[src/rtl/pito_pkg.sv]
// Shared pito constants and types: APB widths, APB arbiter state encoding and
// the read-data pattern returned when an APB access is abandoned.
package pito_pkg;

  localparam int APB_ADDR_WIDTH = 32;
  localparam int APB_DATA_WIDTH = 32;

  typedef enum logic [1:0] {
    ARB_IDLE,
    ARB_SETUP,
    ARB_ACCESS,
    ARB_RESP
  } apb_arb_state_e;

  localparam logic [31:0] APB_TIMEOUT_DATA = 32'hDEAD_BEEF;

endpackage

[src/rtl/pito_rr_picker.sv]
// Combinational round-robin picker: returns the first set bit of valid at or
// after ptr, wrapping from NUM_REQ-1 back to 0. Reusable for any hart-shared resource.
module pito_rr_picker #(
  parameter int NUM_REQ = 8,
  parameter int IDX_W   = $clog2(NUM_REQ)
) (
  input  logic [NUM_REQ-1:0] valid,
  input  logic [IDX_W-1:0]   ptr,
  output logic               any_valid,
  output logic [IDX_W-1:0]   pick
);

  logic             lo_found;
  logic             hi_found;
  logic [IDX_W-1:0] lo_idx;
  logic [IDX_W-1:0] hi_idx;

  // Descending scan so the final assignment is the lowest matching index;
  // "hi" covers indices at or after ptr, "lo" is the wrap-around fallback.
  always_comb begin
    lo_found = 1'b0;
    hi_found = 1'b0;
    lo_idx   = '0;
    hi_idx   = '0;
    for (int j = NUM_REQ - 1; j >= 0; j--) begin
      if (valid[j]) begin
        lo_found = 1'b1;
        lo_idx   = IDX_W'(j);
        if (j >= int'(ptr)) begin
          hi_found = 1'b1;
          hi_idx   = IDX_W'(j);
        end
      end
    end
    any_valid = lo_found;
    pick      = hi_found ? hi_idx : lo_idx;
  end

endmodule

[src/rtl/pito_apb_arbiter.sv]
// Round-robin arbiter sharing one APB master port between NUM_REQ harts.
// Optional ACCESS-phase timeout is enabled with `define PITO_APB_TIMEOUT_EN.
module pito_apb_arbiter
  import pito_pkg::*;
#(
  parameter int NUM_REQ        = 8,
  parameter int ADDR_WIDTH     = pito_pkg::APB_ADDR_WIDTH,
  parameter int DATA_WIDTH     = pito_pkg::APB_DATA_WIDTH,
  parameter int TIMEOUT_CYCLES = 256
) (
  input  logic                          clk,
  input  logic                          rst,
  input  logic [NUM_REQ-1:0]            req_valid,
  output logic [NUM_REQ-1:0]            req_ready,
  input  logic [NUM_REQ-1:0]            req_write,
  input  logic [NUM_REQ*ADDR_WIDTH-1:0] req_addr,
  input  logic [NUM_REQ*DATA_WIDTH-1:0] req_wdata,
  output logic [NUM_REQ-1:0]            rsp_valid,
  output logic [DATA_WIDTH-1:0]         rsp_rdata,
  output logic                          rsp_err,
  output logic [ADDR_WIDTH-1:0]         paddr,
  output logic                          psel,
  output logic                          penable,
  output logic                          pwrite,
  output logic [DATA_WIDTH-1:0]         pwdata,
  input  logic [DATA_WIDTH-1:0]         prdata,
  input  logic                          pready,
  input  logic                          pslverr
);

  localparam int IDX_W = $clog2(NUM_REQ);

  apb_arb_state_e          state_q, state_d;
  logic [IDX_W-1:0]        rr_ptr_q, rr_ptr_d;
  logic [IDX_W-1:0]        grant_q, grant_d;
  logic [ADDR_WIDTH-1:0]   paddr_q, paddr_d;
  logic [DATA_WIDTH-1:0]   pwdata_q, pwdata_d;
  logic                    pwrite_q, pwrite_d;
  logic                    psel_q, psel_d;
  logic                    penable_q, penable_d;
  logic [NUM_REQ-1:0]      rsp_valid_q, rsp_valid_d;
  logic [DATA_WIDTH-1:0]   rsp_rdata_q, rsp_rdata_d;
  logic                    rsp_err_q, rsp_err_d;
  logic                    any_valid;
  logic [IDX_W-1:0]        pick;
  logic                    abort;

  pito_rr_picker #(
    .NUM_REQ (NUM_REQ),
    .IDX_W   (IDX_W)
  ) u_picker (
    .valid     (req_valid),
    .ptr       (rr_ptr_q),
    .any_valid (any_valid),
    .pick      (pick)
  );

`ifdef PITO_APB_TIMEOUT_EN
  localparam int CNT_W = $clog2(TIMEOUT_CYCLES) + 1;
  logic [CNT_W-1:0] tmo_cnt_q, tmo_cnt_d;

  always_comb begin
    tmo_cnt_d = tmo_cnt_q;
    if (state_q == ARB_SETUP) begin
      tmo_cnt_d = '0;
    end else if (state_q == ARB_ACCESS && !pready) begin
      tmo_cnt_d = tmo_cnt_q + 1'b1;
    end
  end

  assign abort = (state_q == ARB_ACCESS) && !pready &&
                 (tmo_cnt_q == CNT_W'(TIMEOUT_CYCLES - 1));

  always_ff @(posedge clk) begin
    if (rst) tmo_cnt_q <= '0;
    else     tmo_cnt_q <= tmo_cnt_d;
  end
`else
  assign abort = 1'b0;
`endif

  always_ff @(posedge clk) begin
    if (rst) begin
      state_q     <= ARB_IDLE;
      rr_ptr_q    <= '0;
      grant_q     <= '0;
      paddr_q     <= '0;
      pwdata_q    <= '0;
      pwrite_q    <= 1'b0;
      psel_q      <= 1'b0;
      penable_q   <= 1'b0;
      rsp_valid_q <= '0;
      rsp_rdata_q <= '0;
      rsp_err_q   <= 1'b0;
    end else begin
      state_q     <= state_d;
      rr_ptr_q    <= rr_ptr_d;
      grant_q     <= grant_d;
      paddr_q     <= paddr_d;
      pwdata_q    <= pwdata_d;
      pwrite_q    <= pwrite_d;
      psel_q      <= psel_d;
      penable_q   <= penable_d;
      rsp_valid_q <= rsp_valid_d;
      rsp_rdata_q <= rsp_rdata_d;
      rsp_err_q   <= rsp_err_d;
    end
  end

  always_comb begin
    state_d = state_q;
    case (state_q)
      ARB_IDLE:   if (any_valid) state_d = ARB_SETUP;
      ARB_SETUP:  state_d = ARB_ACCESS;
      ARB_ACCESS: if (pready || abort) state_d = ARB_RESP;
      ARB_RESP:   state_d = ARB_IDLE;
      default:    state_d = ARB_IDLE;
    endcase
  end

  always_comb begin
    req_ready   = '0;
    rr_ptr_d    = rr_ptr_q;
    grant_d     = grant_q;
    paddr_d     = paddr_q;
    pwdata_d    = pwdata_q;
    pwrite_d    = pwrite_q;
    psel_d      = psel_q;
    penable_d   = penable_q;
    rsp_valid_d = '0;
    rsp_rdata_d = rsp_rdata_q;
    rsp_err_d   = rsp_err_q;
    case (state_q)
      ARB_IDLE: begin
        if (any_valid) begin
          req_ready = NUM_REQ'(1) << pick;
          grant_d   = pick;
          paddr_d   = req_addr[pick*ADDR_WIDTH +: ADDR_WIDTH];
          pwdata_d  = req_wdata[pick*DATA_WIDTH +: DATA_WIDTH];
          pwrite_d  = req_write[pick];
          psel_d    = 1'b1;
        end
      end
      ARB_SETUP: penable_d = 1'b1;
      ARB_ACCESS: begin
        // pslverr only counts when the slave completes the transfer
        if (pready) begin
          rsp_rdata_d = pwrite_q ? '0 : prdata;
          rsp_err_d   = pslverr;
          psel_d      = 1'b0;
          penable_d   = 1'b0;
        end else if (abort) begin
          rsp_rdata_d = DATA_WIDTH'(APB_TIMEOUT_DATA);
          rsp_err_d   = 1'b1;
          psel_d      = 1'b0;
          penable_d   = 1'b0;
        end
      end
      ARB_RESP: begin
        rsp_valid_d = NUM_REQ'(1) << grant_q;
        rr_ptr_d    = (grant_q == IDX_W'(NUM_REQ - 1)) ? '0 : grant_q + 1'b1;
      end
      default: ;
    endcase
  end

  assign rsp_valid = rsp_valid_q;
  assign rsp_rdata = rsp_rdata_q;
  assign rsp_err   = rsp_err_q;
  assign paddr     = paddr_q;
  assign psel      = psel_q;
  assign penable   = penable_q;
  assign pwrite    = pwrite_q;
  assign pwdata    = pwdata_q;

endmodule

[config.mk]
export PLATFORM = sky130hd
export DESIGN_NAME = pito_apb_arbiter
export DESIGN_NICKNAME = d
export VERILOG_FILES = /design/src/rtl/pito_pkg.sv /design/src/rtl/pito_rr_picker.sv /design/src/rtl/pito_apb_arbiter.sv
export SDC_FILE = /design/constraint.sdc
export NUM_CORES = 1
export LEC_CHECK = 0
export ABC_AREA = 1
export CORE_AREA = 2 2 262 264
export DETAILED_ROUTE_END_ITERATION = 10
export DIE_AREA = 0 0 264 266
export GPL_TIMING_DRIVEN = 0
export PLACE_DENSITY = 0.51
export SETUP_SLACK_MARGIN = 0.3
export SYNTH_ARGS = -nofsm -noshare
export SYNTH_HDL_FRONTEND = slang
export SYNTH_SLANG_ARGS = --single-unit
[constraint.sdc]
create_clock -name clk -period 7.6 [get_ports clk]
set_input_delay 1.9 -clock clk [delete_from_list [all_inputs] [get_ports clk]]
set_output_delay 1.9 -clock clk [all_outputs]
set_load 0.02 [all_outputs]
Word level (Yosys, flattened, before mapping):

Index checks and enable logic that the tools add are counted.

* bits in registers: 116
* input port bits: 564
* output and inout bits: 116
* word-level logic and storage cells: 98

* add/subtract/negate cells: 1
* order comparisons: 8
* equality and inequality tests: 6
* shift operators: 4
* multiplexer cells: 58
* bitwise operators: 1
* reductions and logical operators: 9

Operators by type and width (number)
* 256-bit by 9-bit indexed part select with 32-bit output: 2
* 3-bit two-way mux: 24
* 32-bit two-way mux: 1
* 1-bit two-way mux: 25
* 8-bit two-way mux: 2
* 1-bit by 3-bit << shifter with 8-bit output, first input constant: 2
* 3-bit >= comparator, first input constant: 3
* 2-bit case mux with 4 select lines: 1
* 2-bit AND reduction: 4
* 1-bit by 3-bit >= comparator with 1-bit output, first input constant: 2
* 2-bit by 3-bit >= comparator with 1-bit output, first input constant: 2
* 2-bit == test, second input constant: 2
* 3-bit by 4-bit < comparator with 1-bit output, second input constant: 1
* 2-bit two-way mux: 2
* 2-bit inequality test, second input constant: 2
* 1-bit case mux with 2 select lines: 2
* 2-bit nonzero test: 2
* 3-bit by 1-bit adder with 3-bit output, second input constant: 1
* 1-bit binary-select mux with 3-bit select: 1
* 3-bit == test, second input constant: 1
* 3-bit AND reduction: 1
* 2-bit by 1-bit == test with 1-bit output, second input constant: 1
* 2-bit logical NOT: 1
* 2-bit OR reduction: 1
* 1-bit NOT: 1

Logic depth before layout (Yosys ltp):

Gate-level depths: netlist (run 1).

* word-level depth: 19
* depth in mapped cells: 20
* depth with buffers taken out: 18

Cells and area by module:

From an unflattened synthesis (run 1), not the netlist that was laid out.

* cell total of the unflattened synthesis: 1855
* area total of the unflattened synthesis: 9778.1 um^2

By module, submodules not included
* pito_apb_arbiter: times used 1, cells each 1798, area each 9485.3 um^2, sequential area each 2322.2 um^2
* pito_rr_picker: times used 1, cells each 57, area each 292.8 um^2, sequential area each 0.0 um^2

Worst setup path before layout (run 1):

No wires, ideal clock.

* kind: input port to output port
* start: in req_valid[1]
* end: out req_ready[4]
* arrival: 3.495 ns
* data required time: 5.700 ns
* setup slack: 2.205 ns
* stages: 9
* path buffers: 2
* cell sequence: nor4_1 inv_1 o21ai_0 nand2_1 nor2_1 clkbuf_1 buf_2 inv_1 nor2_1

* longest elaborated chain between the ends: 7
* elaborated cells between the ends (all ways): 14
* classes of those cells: shift (1); mux (13)

RTL lines
* from (decl): line pito_apb_arbiter.sv:13 `input logic [NUM_REQ-1:0] req_valid,`
* 3-bit two-way mux or 1-bit two-way mux (tied branches): line pito_rr_picker.sv:26 `if (valid[j]) begin`
* 3-bit two-way mux or 1-bit two-way mux (tied branches): line pito_rr_picker.sv:29 `if (j >= int'(ptr)) begin`
* 3-bit two-way mux or 1-bit two-way mux (tied branches): line pito_rr_picker.sv:26
* 3-bit two-way mux: line pito_rr_picker.sv:36 `pick = hi_found ? hi_idx : lo_idx;`
* 1-bit by 3-bit << shifter with 8-bit output: line pito_apb_arbiter.sv:136 `req_ready = NUM_REQ'(1) << pick;`
* 8-bit two-way mux *: line pito_apb_arbiter.sv:135 `if (any_valid) begin`
* 8-bit two-way mux *: line pito_apb_arbiter.sv:133 `case (state_q)`
* to (decl): line pito_apb_arbiter.sv:14 `output logic [NUM_REQ-1:0] req_ready,`

Every way passes the cells marked *; elsewhere a longest branch is shown, timed or not.

Worst setup path in the final report (run 1):

* start: in req_valid[7]
* end: out req_ready[5]

* longest elaborated chain between the ends: 19
* elaborated cells between the ends (all ways): 48
* classes of those cells: shift (1); mux (47)

RTL lines (line)
* 3-bit two-way mux or 1-bit two-way mux (tied branches): pito_rr_picker.sv:26
* 3-bit two-way mux or 1-bit two-way mux (tied branches): pito_rr_picker.sv:29
* 3-bit two-way mux or 1-bit two-way mux (tied branches): pito_rr_picker.sv:26
* 3-bit two-way mux or 1-bit two-way mux (tied branches): pito_rr_picker.sv:29
* 3-bit two-way mux or 1-bit two-way mux (tied branches): pito_rr_picker.sv:26
* 3-bit two-way mux or 1-bit two-way mux (tied branches): pito_rr_picker.sv:29
* 3-bit two-way mux or 1-bit two-way mux (tied branches): pito_rr_picker.sv:26
* 3-bit two-way mux or 1-bit two-way mux (tied branches): pito_rr_picker.sv:29
* [3 not listed]
* 3-bit two-way mux or 1-bit two-way mux (tied branches): pito_rr_picker.sv:29
* 3-bit two-way mux or 1-bit two-way mux (tied branches): pito_rr_picker.sv:26
* 3-bit two-way mux or 1-bit two-way mux (tied branches): pito_rr_picker.sv:29
* 3-bit two-way mux or 1-bit two-way mux (tied branches): pito_rr_picker.sv:26
* 3-bit two-way mux: pito_rr_picker.sv:36
* 1-bit by 3-bit << shifter with 8-bit output: pito_apb_arbiter.sv:136
* 8-bit two-way mux *: pito_apb_arbiter.sv:135
* 8-bit two-way mux *: pito_apb_arbiter.sv:133

Marks and branches as above.

==> run metrics, run 1 <==
status=finished clean; CTS buffer count=17; Synth area leaders=nand2_1 44%, dfxtp_1 22%, nand3_1 16%; routed via count=15534; Post-synth EDFFs=0; fillers=7956; reg2reg start=rr_ptr_q[1]; post-CTS setup buffer count=0; number of global-route vias before repair=15443; final worst-path cycle share=0.936; Buffers on Ports=678; yosys warns=0; hold_buf cts=0; worst hold slack=470 ps; Yosys reg bits=116; worst hold-check path type=flip-flop to flip-flop; endpoints failing hold=0; Worst Skew=17.9 ps; unrepaired setup endpoints after global routing=true; post-DR vias/cell=4.22; arrival time worst endpoint=5210 ps; FP Rows=96; non-filler cells, final=3682; Die Y=266 µm; Slew @ Worst Pin=898 ps; pwr dens=262 nW/µm²; Critical Path Start Type=input pin; initial antenna violation count=39; layout cell share with drive strength beyond 1=0.0482; Synth Instances=2070; share of flip-flops with an asynchronous set or reset=0; share of the synthesized area in the top cell type=0.443; flop2flop setup slack=4410 ps; leakage=0.00941 µW; drt drc=0; chip width=264 µm; register area share after synthesis=0.222; area of the mapped netlist=10500 µm²; initial DRC count=814; GP Congestion=0.895; CP required=5700 ps; CTS tree=yes; Setup CP Type=input pin to output port; clock buffer depth=2; grt total ovfl=0; hold path cells=2; Clock Pin Slew Worst Setup and Hold Paths=60 ps; fin crit period=7110 ps; total of max-cap violations=0; endpoints failing setup=0; Avg Inst Size Synth=5.06 µm²; RR Endpoint=pwdata[31]; clk sinks=116; CORE AREA=67700 µm²; Routed Antenna Nets=0; worst reg-to-reg path cell count=18; Critical Path Fanout Max=10; H-tree levels=4; ys flop type=dfxtp_1; post-synthesis net count=2643; worst ir drop on vdd=192 µV; Yosys cell types=28; Synth top cells by count=1236 x nand2_1, 345 x nand3_1, 116 x dfxtp_1; wire length per cell=21.5 µm; Clock Tree Root=clkbuf_16; count leader, synth=nand2_1; nets=3340; Layout area overhead=81.5%; Cells after DPL=3630; TritonRoute pass-1 iters=5; largest net degree at the start of global routing=17; first-pass GRT wire length=109000 µm; post-synth top area cell=nand2_1; drt total wl=79300 µm; GRT Total Usage=0.221; Slew HR=0.401; f_max=0.141 GHz; capturing element type of the critical path=output port; detailed placement HPWL=65100 µm; Hold EP=psel; Starting Density=0.155; worst skew pair latency=480 ps; HP Start=psel; fin. max-slew vios=0; I/O pins=680; DIE AREA=70200 µm²
==> worst max-delay path, cell delays in order <==
cell,delay (ps)
clkdlybuf4s50_1,540
nor2_1,70
inv_1,70
nor3_1,50
nand2_1,90
inv_1,40
nor2_1,200
inv_2,260
nor2_2,310
buf_4,330
buf_2,360
inv_1,170
nor2_1,130
clkdlybuf4s50_1,680
==> state kept, by name (all words and copies together), names as in the netlist, 2 cells and up <==
name,count
rsp_rdata,32
pwdata,32
rsp_valid,8
grant_q,3
paddr,32
rr_ptr_q,3
state_q,2
==> stage by stage <==
step / power (µW) / setup TNS [ps] / cell area, µm² / utilization / setup WS [ps]
floorplan: 2610 / 0 / 10500 / - / 2200
global placement: 4170 / -1470 / 18400 / 0.271 / -295
detailed placement: 4170 / -1680 / 18400 / 0.271 / -348
CTS: 5060 / 0 / 19000 / 0.280 / 376
global route: 5380 / 0 / 19000 / 0.280 / 283
finish: 4970 / 0 / 19000 / 0.281 / 486
==> timing repair <==
action                     4_1_cts  5_1_grt
gates resized for setup          6        2
setup endpoints to repair        8        4
cloned                           0        0
==> how the worst max path moves through the flow <==
stage | startpoint | end | slack (ps)
2_1_floorplan | req_valid[1] | req_ready[4] | 2200
3_3_place_gp | req_valid[7] | req_ready[5] | -300
3_5_place_dp | req_valid[7] | req_ready[5] | -350
4_1_cts | req_valid[7] | req_ready[5] | 380
5_1_grt | req_valid[7] | req_ready[5] | 280
6_report | req_valid[7] | req_ready[5] | 490
==> final cells by class <==
cell class,count,area (µm²),area share
clock buffer,17,425,0.0224
tap,882,1100,0.0581
buffer,152,773,0.0407
clock inverter,15,153,0.00803
multi-input combinational,1702,7020,0.369
timing repair buffer,678,6790,0.357
inverter,100,378,0.0199
sequential,116,2320,0.122
antenna,20,50.0,0.00263
==> routing by layer <==
| layer | vias up | share of wire | track usage | wire length (µm) |
|---|---|---|---|---|
| li1 | 7832 | - | - | - |
| met1 | 6969 | 0.40 | 0.244 | 31800 |
| met2 | 609 | 0.49 | 0.384 | 38800 |
| met3 | 110 | 0.078 | 0.0738 | 6200 |
| met4 | 14 | 0.030 | 0.0947 | 2420 |
| met5 | - | 0.0020 | 0.0104 | 160 |
==> logic make-up after synthesis <==
logic type | share of synthesized area
and+or+nand+nor | 0.633
buffers and inverters | 0.109
DFF | 0.222
AOI/OAI and AO/OA | 0.0256
adders and majority gates | 0.0108
==> cell usage in the layout (no fill, tap or decap), types with 2 or more instances in the layout <==
cell type           n
a21oi_1            35
diode_2            20
inv_6               5
nor2_1             53
inv_1              94
o21ai_0             8
buf_1               5
nand2_1          1235
inv_2               5
clkbuf_1           60
nand3_1           345
nand2_2             3
clkdlybuf4s50_1   678
dfxtp_1           116
clkbuf_16          17
ha_1                9
inv_8               6
nor2_2              2
buf_2              57
buf_4              25
buf_6               5
clkinv_4            2
==> where the power goes <==
| group | total (µW) | internal [µW] | switching [µW] |
|---|---|---|---|
| clock | 851 | 437 | 414 |
| combinational | 3200 | 1190 | 2010 |
| sequential | 921 | 806 | 115 |
| total | 4970 | 2440 | 2540 |
Note: power is estimated with default switching activity, not from simulation.
==> run 2, diff against run 1 <==
CTS_CLUSTER_DIAMETER = 200   (was unset)
==> results of run 2 <==
Final layout, timing and power as in run 1 (identical DEF).
